`src/rtl/spectral_recovery_ctrl_if.sv`:
```
// Handshake bundle between the spectral-recovery sequencer, the pixel source,
// the MAC datapath and the downstream spectrum writer.
interface spectral_recovery_ctrl_if #(
  parameter int PIXW = 8,
  parameter int IDXW = 19
);
  logic            start;
  logic            busy;
  logic            done;
  logic            pix_valid;
  logic            pix_ready;
  logic [PIXW-1:0] pix_red, pix_green, pix_blue;
  logic            dp_valid_in;
  logic [PIXW-1:0] dp_red, dp_green, dp_blue;
  logic            dp_valid_out;
  logic            res_valid;
  logic [IDXW-1:0] res_idx;
  logic            res_last;
  logic            res_credit;
  logic            err;

  // Controller side.
  modport slave (
    input  start, pix_valid, pix_red, pix_green, pix_blue, dp_valid_out, res_credit,
    output busy, done, pix_ready, dp_valid_in, dp_red, dp_green, dp_blue,
           res_valid, res_idx, res_last, err
  );

  // Environment side: pixel source, datapath and spectrum writer.
  modport master (
    output start, pix_valid, pix_red, pix_green, pix_blue, dp_valid_out, res_credit,
    input  busy, done, pix_ready, dp_valid_in, dp_red, dp_green, dp_blue,
           res_valid, res_idx, res_last, err
  );
endinterface

```
`src/rtl/spectral_recovery_ctrl.sv`:
```
// Frame sequencer for the 3-stage spectral-recovery MAC datapath: issues pixels
// under credit control, tags returning spectra with their index, flags protocol errors.
module spectral_recovery_ctrl #(
  parameter int NPIXELS = 307200,
  parameter int PIXW    = 8,
  parameter int IDXW    = 19,
  parameter int CREDITS = 4,
  parameter int CRW     = 3
) (
  input  logic                    clk,
  input  logic                    rst,
  spectral_recovery_ctrl_if.slave bus
);

  typedef enum logic [1:0] {IDLE, RUN, DRAIN, DONE} state_e;

  state_e          state_q;
  logic [CRW-1:0]  credits_q;
  logic [IDXW-1:0] issue_cnt_q;
  logic [IDXW-1:0] ret_cnt_q;
  logic            err_q;
  logic            dp_valid_q;
  logic [PIXW-1:0] dp_red_q, dp_green_q, dp_blue_q;

  logic pix_ready;
  logic accept;
  logic res_valid;
  logic res_last;
  logic last_accept;
  logic credits_full;
  logic stray_result;

  // Ready depends only on registered state so the source can never form a loop through it.
  assign pix_ready    = (state_q == RUN) && (credits_q != '0);
  assign accept       = bus.pix_valid && pix_ready;
  assign last_accept  = accept && (issue_cnt_q == IDXW'(NPIXELS - 1));
  assign credits_full = (credits_q == CRW'(CREDITS));

  // The datapath cannot stall, so results are forwarded the cycle they appear.
  assign res_valid    = bus.dp_valid_out && ((state_q == RUN) || (state_q == DRAIN));
  assign res_last     = res_valid && (ret_cnt_q == IDXW'(NPIXELS - 1));
  assign stray_result = bus.dp_valid_out && ((state_q == IDLE) || (state_q == DONE));

  always_ff @(posedge clk or negedge rst) begin
    if (!rst) begin
      state_q     <= IDLE;
      credits_q   <= CRW'(CREDITS);
      issue_cnt_q <= '0;
      ret_cnt_q   <= '0;
      err_q       <= 1'b0;
      dp_valid_q  <= 1'b0;
      dp_red_q    <= '0;
      dp_green_q  <= '0;
      dp_blue_q   <= '0;
    end else begin
      dp_valid_q <= accept;
      if (accept) begin
        dp_red_q    <= bus.pix_red;
        dp_green_q  <= bus.pix_green;
        dp_blue_q   <= bus.pix_blue;
        issue_cnt_q <= issue_cnt_q + IDXW'(1);
      end

      if (res_valid) ret_cnt_q <= ret_cnt_q + IDXW'(1);

      // A simultaneous accept and returned credit cancel out.
      if (accept && !bus.res_credit) begin
        credits_q <= credits_q - CRW'(1);
      end else if (!accept && bus.res_credit) begin
        if (credits_full) err_q <= 1'b1;
        else              credits_q <= credits_q + CRW'(1);
      end

      if (stray_result) err_q <= 1'b1;

      case (state_q)
        IDLE: begin
          if (bus.start) begin
            state_q     <= RUN;
            issue_cnt_q <= '0;
            ret_cnt_q   <= '0;
          end
        end
        RUN:     if (last_accept) state_q <= DRAIN;
        DRAIN:   if (res_last)    state_q <= DONE;
        DONE:    state_q <= IDLE;
        default: state_q <= IDLE;
      endcase
    end
  end

  assign bus.busy        = (state_q != IDLE);
  assign bus.done        = (state_q == DONE);
  assign bus.pix_ready   = pix_ready;
  assign bus.dp_valid_in = dp_valid_q;
  assign bus.dp_red      = dp_red_q;
  assign bus.dp_green    = dp_green_q;
  assign bus.dp_blue     = dp_blue_q;
  assign bus.res_valid   = res_valid;
  assign bus.res_idx     = ret_cnt_q;
  assign bus.res_last    = res_last;
  assign bus.err         = err_q;

endmodule

```
`src/flat_wrapper.sv`:
```
// flat-port wrapper written by rule: the top's interface ports become plain ports
module spectral_recovery_ctrl_flat 
#(
  parameter int NPIXELS = 307200,
  parameter int PIXW    = 8,
  parameter int IDXW    = 19,
  parameter int CREDITS = 4,
  parameter int CRW     = 3
)
  (clk, rst, bus_start, bus_pix_valid, bus_pix_red, bus_pix_green, bus_pix_blue, bus_dp_valid_out, bus_res_credit, bus_busy, bus_done, bus_pix_ready, bus_dp_valid_in, bus_dp_red, bus_dp_green, bus_dp_blue, bus_res_valid, bus_res_idx, bus_res_last, bus_err);
  spectral_recovery_ctrl_if #(.PIXW(PIXW), .IDXW(IDXW)) bus_i ();
  input  logic clk;
  input  logic rst;
  input wire logic [$bits(bus_i.start)-1:0] bus_start;
  input wire logic [$bits(bus_i.pix_valid)-1:0] bus_pix_valid;
  input wire logic [$bits(bus_i.pix_red)-1:0] bus_pix_red;
  input wire logic [$bits(bus_i.pix_green)-1:0] bus_pix_green;
  input wire logic [$bits(bus_i.pix_blue)-1:0] bus_pix_blue;
  input wire logic [$bits(bus_i.dp_valid_out)-1:0] bus_dp_valid_out;
  input wire logic [$bits(bus_i.res_credit)-1:0] bus_res_credit;
  output wire logic [$bits(bus_i.busy)-1:0] bus_busy;
  output wire logic [$bits(bus_i.done)-1:0] bus_done;
  output wire logic [$bits(bus_i.pix_ready)-1:0] bus_pix_ready;
  output wire logic [$bits(bus_i.dp_valid_in)-1:0] bus_dp_valid_in;
  output wire logic [$bits(bus_i.dp_red)-1:0] bus_dp_red;
  output wire logic [$bits(bus_i.dp_green)-1:0] bus_dp_green;
  output wire logic [$bits(bus_i.dp_blue)-1:0] bus_dp_blue;
  output wire logic [$bits(bus_i.res_valid)-1:0] bus_res_valid;
  output wire logic [$bits(bus_i.res_idx)-1:0] bus_res_idx;
  output wire logic [$bits(bus_i.res_last)-1:0] bus_res_last;
  output wire logic [$bits(bus_i.err)-1:0] bus_err;
  assign bus_i.start = bus_start;
  assign bus_i.pix_valid = bus_pix_valid;
  assign bus_i.pix_red = bus_pix_red;
  assign bus_i.pix_green = bus_pix_green;
  assign bus_i.pix_blue = bus_pix_blue;
  assign bus_i.dp_valid_out = bus_dp_valid_out;
  assign bus_i.res_credit = bus_res_credit;
  assign bus_busy = bus_i.busy;
  assign bus_done = bus_i.done;
  assign bus_pix_ready = bus_i.pix_ready;
  assign bus_dp_valid_in = bus_i.dp_valid_in;
  assign bus_dp_red = bus_i.dp_red;
  assign bus_dp_green = bus_i.dp_green;
  assign bus_dp_blue = bus_i.dp_blue;
  assign bus_res_valid = bus_i.res_valid;
  assign bus_res_idx = bus_i.res_idx;
  assign bus_res_last = bus_i.res_last;
  assign bus_err = bus_i.err;
  spectral_recovery_ctrl #(.NPIXELS(NPIXELS), .PIXW(PIXW), .IDXW(IDXW), .CREDITS(CREDITS), .CRW(CRW)) u_core (.clk(clk), .rst(rst), .bus(bus_i));
endmodule
```
`config.mk`:
```
export PLATFORM = sky130hd
export DESIGN_NAME = spectral_recovery_ctrl_flat
export DESIGN_NICKNAME = d
export VERILOG_FILES = /design/src/rtl/spectral_recovery_ctrl_if.sv /design/src/rtl/spectral_recovery_ctrl.sv /design/src/flat_wrapper.sv
export SDC_FILE = /design/constraint.sdc
export NUM_CORES = 1
export LEC_CHECK = 0
export ABC_AREA = 1
export CAP_MARGIN = 25
export CORE_MARGIN = 2
export CORE_UTILIZATION = 55
export CTS_CLUSTER_SIZE = 16
export DETAILED_ROUTE_END_ITERATION = 12
export GPL_ROUTABILITY_DRIVEN = 0
export PLACE_DENSITY = 0.86
export SYNTH_ARGS = -nofsm -noshare
export SYNTH_HDL_FRONTEND = slang
export SYNTH_SLANG_ARGS = --single-unit
```
`constraint.sdc`:
```
create_clock -name clk -period 6.3 [get_ports clk]
set_input_delay 1.575 -clock clk [delete_from_list [all_inputs] [get_ports clk]]
set_output_delay 1.575 -clock clk [all_outputs]
set_load 0.01 [all_outputs]
```
* After elaboration in Yosys (flattened, before gate mapping) *
Cells that the tools add are included.

cells by class
  multipliers = 0
  reductions and logical operators = 21
  shift operators = 0
  bitwise logic cells = 0
  divide/modulo/power cells = 0
  add/sub/neg operators = 4
  $lt $le $gt $ge = 0
  equal/unequal tests = 11
  multiplexer cells = 17

operators with widths
  operator                                          count
  two-way mux 19 bit                                6
  adder 19 x 1 -> 19 bit, second input constant     2
  == test 19 bit, second input constant             2
  two-way mux 3 bit                                 3
  logical AND 1 bit                                 8
  case mux 2 bit (4 select lines)                   1
  nonzero test 2 bit                                4
  two-way mux 2 bit                                 3
  != test 2 bit, second input constant              3
  AND reduction 3 bit                               2
  == test 2 bit, second input constant              2
  two-way mux 1 bit                                 4
  != test 2 x 1 -> 1 bit, second input constant     2
  adder 3 x 1 -> 3 bit, second input constant       1
  == test 3 bit, second input constant              1
  nonzero test 3 bit                                1
  subtractor 3 x 1 -> 3 bit, second input constant  1
  == test 2 x 1 -> 1 bit, second input constant     1
  zero test 1 bit                                   2
  zero test 2 bit                                   1
  logical OR 1 bit                                  2
  AND reduction 2 bit                               1

word-level totals
  memories kept = 0
  memory bits (read-only) = 0
  bits in writable memories = 0
  output and inout bits = 50
  latch bits = 0
  register bits after elaboration = 69

* Logic depth before layout (Yosys ltp) *
Gate-level depths: netlist of run 1.

  word-level depth = 8
  gate-level depth with buffers = 11
  depth with buffers taken out = 11

* Worst setup path before layout of run 1 *
Ideal clock, no wire load.

  path type = in2out
  from = input port bus_dp_valid_out
  to = output port bus_res_last
  stages = 6
  data arrival time = 2,139 ps
  path buffers = 0
  data required time = 4,725 ps
  path slack = 2,586 ps
  path through = nand2_2 nor2_4 nand3_4 nor2_4 nand2_2 inv_1

between the ends
  longest elaborated chain between the ends = 2

RTL lines
  what                RTL line                      RTL
  start: declaration  flat_wrapper.sv:19            input wire logic [$bits(bus_i.dp_valid_out)-1:0] bus_dp_valid_out;
  logical AND 1 bit   spectral_recovery_ctrl.sv:40  assign res_valid = bus.dp_valid_out && ((state_q == RUN) || (state_q == DRAIN));
  logical AND 1 bit   spectral_recovery_ctrl.sv:41  assign res_last = res_valid && (ret_cnt_q == IDXW'(NPIXELS - 1));
  end: declaration    flat_wrapper.sv:30            output wire logic [$bits(bus_i.res_last)-1:0] bus_res_last;

No other way between the ends.

* Final worst setup path of run 1 *
Same ends and word-level chain as after synthesis.

==> results of run 1 <==
[state kept, by name, indices dropped and copies added (netlist names)]
signal,count
u_core.bus.res_idx,19
u_core.issue_cnt_q,19
u_core.bus.dp_valid_in,1
u_core.bus.err,1
u_core.credits_q,3
u_core.state_q,2
u_core.bus.dp_green,8
u_core.bus.dp_red,8
u_core.bus.dp_blue,8
[power breakdown]
group          internal (mW)  switching, mW  total [mW]
Combinational          0.292          0.334       0.626
Clock                  0.306          0.179       0.485
Sequential             0.554         0.0834       0.637
[worst min-delay path by stage]
stage	startpoint	end	slack, ns	cells past startpoint
floorplan	u_core.issue_cnt_q[7]	u_core.issue_cnt_q[7]	0.45	1
global placement	u_core.bus.dp_red[5]	u_core.bus.dp_red[5]	0.46	2
CTS	u_core.bus.dp_green[7]	u_core.bus.dp_green[7]	0.48	2
finish	u_core.bus.dp_green[7]	u_core.bus.dp_green[7]	0.49	2
global route	u_core.bus.dp_red[7]	u_core.bus.dp_red[7]	0.51	2
detailed placement	u_core.bus.dp_green[7]	u_core.bus.dp_green[7]	0.46	2
[synthesized netlist by cell type (5+ instances only)]
master   instances  area share, %
a21oi_1         23            3.2
dfrtp_1         68             48
ha_1             9            3.1
inv_1           46            4.8
nand2_1        146             15
nand2_2          8            1.4
nand3_1         17            2.4
nand4_1          9            1.6
nor2_1          48            5.0
nor2_4           6            1.9
nor3_1           5           0.70
o21ai_0         17            2.4
xor2_1           6            1.5
[tightest hold or removal path: stages (launching register included)]
cell and delay (ns):
dfrtp_1 0.34, nand2_1 0.05, nand2_1 0.06
[cells by family (layout without fill, tap and decap cells)]
kind of cell	after synthesis	after routing	synth area share, %
compound gates	46	46	6.78
fa+ha+maj	10	10	3.70
flops	69	69	48.2
xor+xnor	9	9	2.20
buf+inv	59	145	6.85
simple gates	255	255	32.2
[metrics by stage]
stage	worst slack [ns]	power, mW	hold slack [ns]	instances	cell area, um2
3_5_place_dp	1.45	1.26	0.464	595	4410
3_3_place_gp	1.52	1.23	0.464	595	4410
6_report	1.44	1.75	0.486	611	4680
5_1_grt	1.36	1.86	0.507	611	4680
4_1_cts	1.45	1.76	0.483	611	4680
2_1_floorplan	2.59	0.967	0.455	448	3580
[cells in the final DEF (no fill, tap or decap), drive strengths merged]
master and n:
nand3 21, nor2 58, o21ai 17, or2 4, clkdlybuf4s50 78, inv 49
nand2 154, dfrtp 68, fa 1, a21oi 23, clkbuf 9, o21a 2
nand4 10, buf 3, bufinv 4, nor3 7, xnor2 3, xor2 6
clkinv 2, and2 1, a211oi 1, a31oi 2, ha 9, a22oi 1
dfstp 1
[per-layer routing]
layer / share of wire, % / routed length, um
met4: 2.2 / 189
met1: 43 / 3700
met2: 50 / 4310
met3: 4.6 / 392
met5: 0 / 0
[layout make-up]
type / instances / area share, %
Inverter: 48 / 3.85
Multi-Input combinational cell: 320 / 34.3
Clock buffer: 9 / 2.64
Sequential cell: 69 / 36.9
Timing Repair Buffer: 81 / 17.1
Clock inverter: 7 / 3.12
Tap cell: 77 / 2.06
==> metrics.yaml, run 1 <==
outcome: "completed"
ant_nets: 0
syn_area_um2: 3580
drtIter0Drc: 181
tightest_slew_ns: 0.857
fin_worst_skew_ns: 0.00728
crit_end: "bus_res_last"
cts_hold_buffers: 0
ys_seq_elements: 69
syn_avg_cell_area_um2: 8.00
path_clk_slew_ns: 0.07
htreeDepth: 3
clk_latency_ns: 0.35
nFillCells: 458
cellLeakagePower_nw: 2.22
postLayoutCoreUtil_pct: 74.2
rsz0062_at_grt: "no"
numCtsBuffers: 9
crit_start: "bus_dp_valid_out"
n_antenna_cell: 0
rows: 29
met2_usage_pct: 41.0
slew_headroom_pct: 42.8
ff2ff_path_depth: 10
hold_viol: 0
cp.arrival_ns: 3.28
vias: 3217
track_usage_pct: 25.2
worstSetupPathType: "input port to output port"
ios: 80
setup_viol: 0
die_w_um: 84.7
worstPathCellList: "clkdlybuf4s50_1, nand2_2, nor2_4, nand3_4, nor2_4, nand2_2, inv_1, clkdlybuf4s50_1"
die_area_um2: 7170
grt_pass1_wl_mm: 14.3
period_needed_ns: 4.86
syn_nets: 488
fmax_mhz: 206
area_growth_pct: 30.8
antenna_found_initial: 0
final_max_slew_viol_count: 0
busiest_layer: "met2"
crit_family: "buffers and inverters"
cp.required_ns: 4.72
first_global_vias: 3138
hold_path.class: "register to register"
yosysUniqueCellTypes: 34
rrSetupSlack_ns: 3.24
met3_usage_pct: 4.33
min_period_over_period_pct: 77.1
crit_fanout: 5
crit_path_max_incr_delay_ns: 0.53
drv_cap: 0
path_buf_inv: 3
start_util_pct: 56.7
regArea_um2: 1730
met1_usage_pct: 33.2
nNetsFinal: 569
cts.sinks: 69
core_area_um2: 6310
io_buffers: 79
cts_tree: "built"
worst_ir_drop_vdd_mv: 0.332
ys.flop_type: "dfrtp_1"
ys_seq_area_share_pct: 48.2
critPathCaptureType: "output port"
r2r_start: "u_core.state_q[1]"
drive_gt1_share_pct: 9.55
synthCells: 448
path_depth: 8
ctsRootBufferMaster: "clkbuf_8"
avgRoutedWirePerCell_um: 14.1
synth-edff-count: 0
multiInputGateArea_um2: 1610
rr_endpoint: "u_core.credits_q[2]"
grt_overflow_total: 0
critPathLaunchType: "input port"
tns_ns: 0
dr.pass1.iters: 5
viasPerCell: 5.27
post_cts.repair.setup_buffers: 0
totalWireLength_mm: 8.59
max-clock-path-buffers: 2
async_reset_ff_share_pct: 100
dp_hpwl_mm: 5.66
grt_max_degree: 70
yosys_warnings: 0
post_cts_resized: 0
powerDensity_nw_per_um2: 373
drc: 0
fp.dieH_um: 84.7
crit_slowest_cell: "clkdlybuf4s50_1"
No activity file was read; power rests on OpenSTA's default activity.
==> run 2: changes to the inputs <==
CORE_UTILIZATION = 46   (was 55)
PLACE_DENSITY = 0.77   (was 0.86)
clock period = 4.3 ns   (was 6.3 ns; I/O delays follow)
==> run 2 against run 1 <==
  * Combinational power rose by 46%
  * Register-to-register slack got worse by 1.1 ns
  * Critical path depth did not move
  * Sequential power grew 44%
==> metrics.yaml, run 2 (synthesis gave the netlist of run 1 again) <==
outcome: "completed"
track_usage_pct: 19.9
drv_cap: 0
crit_start: "bus_dp_valid_out"
worstSetupPathType: "input port to output port"
rsz0062_at_grt: "no"
viasPerCell: 4.88
cp.arrival_ns: 2.75
rrSetupSlack_ns: 2.18
cts_tree: "built"
vias: 3111
crit_fanout: 5
ff2ff_path_depth: 10
totalWireLength_mm: 7.88
fin_worst_skew_ns: 0.00612
min_period_over_period_pct: 88.9
cp.required_ns: 3.22
powerDensity_nw_per_um2: 518
cts_hold_buffers: 0
grt_pass1_wl_mm: 13.5
worst_slack_ns: 0.477
tightest_slew_ns: 0.622
nFillCells: 653
dp_slack_ns: 0.476
nNetsFinal: 571
layout_common_cells: "nand2_1, clkdlybuf4s50_1, dfrtp_1"
ant_nets: 0
ios: 80
dr.pass1.iters: 4
antenna_found_initial: 0
io_buffers: 79
numCtsBuffers: 9
htreeDepth: 3
hold_path.class: "register to register"
die_area_um2: 8510
fp.dieH_um: 92.2
rows: 32
tns_ns: 0
drc: 0
r2r_start: "u_core.state_q[1]"
slew_headroom_pct: 58.5
grt_max_degree: 43
final_max_slew_viol_count: 0
core_area_um2: 7650
cts.sinks: 69
drive_gt1_share_pct: 9.89
dp_hpwl_mm: 5.65
post_cts.repair.setup_buffers: 0
critPathCaptureType: "output port"
max-clock-path-buffers: 2
busiest_layer: "met2"
cellLeakagePower_nw: 2.21
met2_usage_pct: 33.1
die_w_um: 92.2
hold_viol: 0
setup_viol: 0
worst_ir_drop_vdd_mv: 0.357
post_cts_resized: 0
avgRoutedWirePerCell_um: 12.4
area_growth_pct: 30.8
met1_usage_pct: 25.3
start_util_pct: 46.8
hold_path_startpoint: "u_core.bus.dp_red[7]"
ctsRootBufferMaster: "clkbuf_8"
n_antenna_cell: 0
clk_latency_ns: 0.34
period_needed_ns: 3.82
min_path_cells: 2
path_clk_slew_ns: 0.07
final_common_cell: "nand2_1"
met3_usage_pct: 4.35
critPathLaunchType: "input port"
drtIter0Drc: 142
fmax_mhz: 262
first_global_vias: 3015
grt_overflow_total: 0
## run 2: cell types whose count changed in the layout (fill, tap and decap cells not counted)
cell        previous run  this run
clkinv_2               0         2
inv_6                  1         0
clkinv_4               2         1
clkbuf_8               9        10
bufinv_16              4         2
buf_4                  2         4
clkinvlp_4             0         1
## run 2: worst paths after layout
kind                                              end
worst max-delay path                     bus_res_last
worst min-delay path             u_core.bus.dp_red[7]
worst max register to register    u_core.credits_q[2]
worst min register to register   u_core.bus.dp_red[7]
max in group asynchronous       u_core.issue_cnt_q[5]
min in group asynchronous              u_core.bus.err
## run 2: layout make-up
class,instances,area [um2],share of cell area (%)
repair buffers,83,816,17.4
inverters,48,180,3.85
multi-input cells,320,1610,34.3
clock inverters,6,86.3,1.84
clock buffers,10,138,2.94
flip-flops and latches,69,1730,36.9
well taps,102,128,2.72
## run 2: per-stage QoR
stage | cells | cell area, um2 | power [mW] | utilization (%) | hold WS (ns)
2_1_floorplan | 448 | 3580 | 1.42 | - | 0.455
3_3_place_gp | 622 | 4460 | 1.82 | 58.3 | 0.461
3_5_place_dp | 622 | 4460 | 1.85 | 58.3 | 0.465
4_1_cts | 638 | 4680 | 2.46 | 61.3 | 0.483
5_1_grt | 638 | 4680 | 2.60 | 61.3 | 0.508
6_report | 638 | 4680 | 2.42 | 61.3 | 0.482
## run 2: metal layers
metal  vias to the layer above  part of all wire (%)
met5                         -                     0
met2                        72                    49
met3                        15                   4.6
li1                       1574                     -
met4                         0                   2.0
met1                      1450                    45
## run 2: worst max-delay path: stages
cell and delay [ns]:
clkdlybuf4s50_1 0.51, nand2_2 0.11, nor2_4 0.16, nand3_4 0.13
nor2_4 0.12, nand2_2 0.07, inv_1 0.06, clkdlybuf4s50_1 0.52
## run 2: power breakdown
part / switching (mW) / internal, mW / total [mW] / leakage [nW]
combinational: 0.484 / 0.433 / 0.917 / 1.19
clock: 0.246 / 0.341 / 0.587 / 0.112
sequential: 0.109 / 0.812 / 0.920 / 0.906
==> run 3: changes to the inputs <==
CAP_MARGIN = default   (was 25)
CTS_BUF_LIST = sky130_fd_sc_hd__clkbuf_8 sky130_fd_sc_hd__clkbuf_16   (was default)
==> results of run 3 <==
No change in the layout: final DEF, timing and power equal those of run 2.
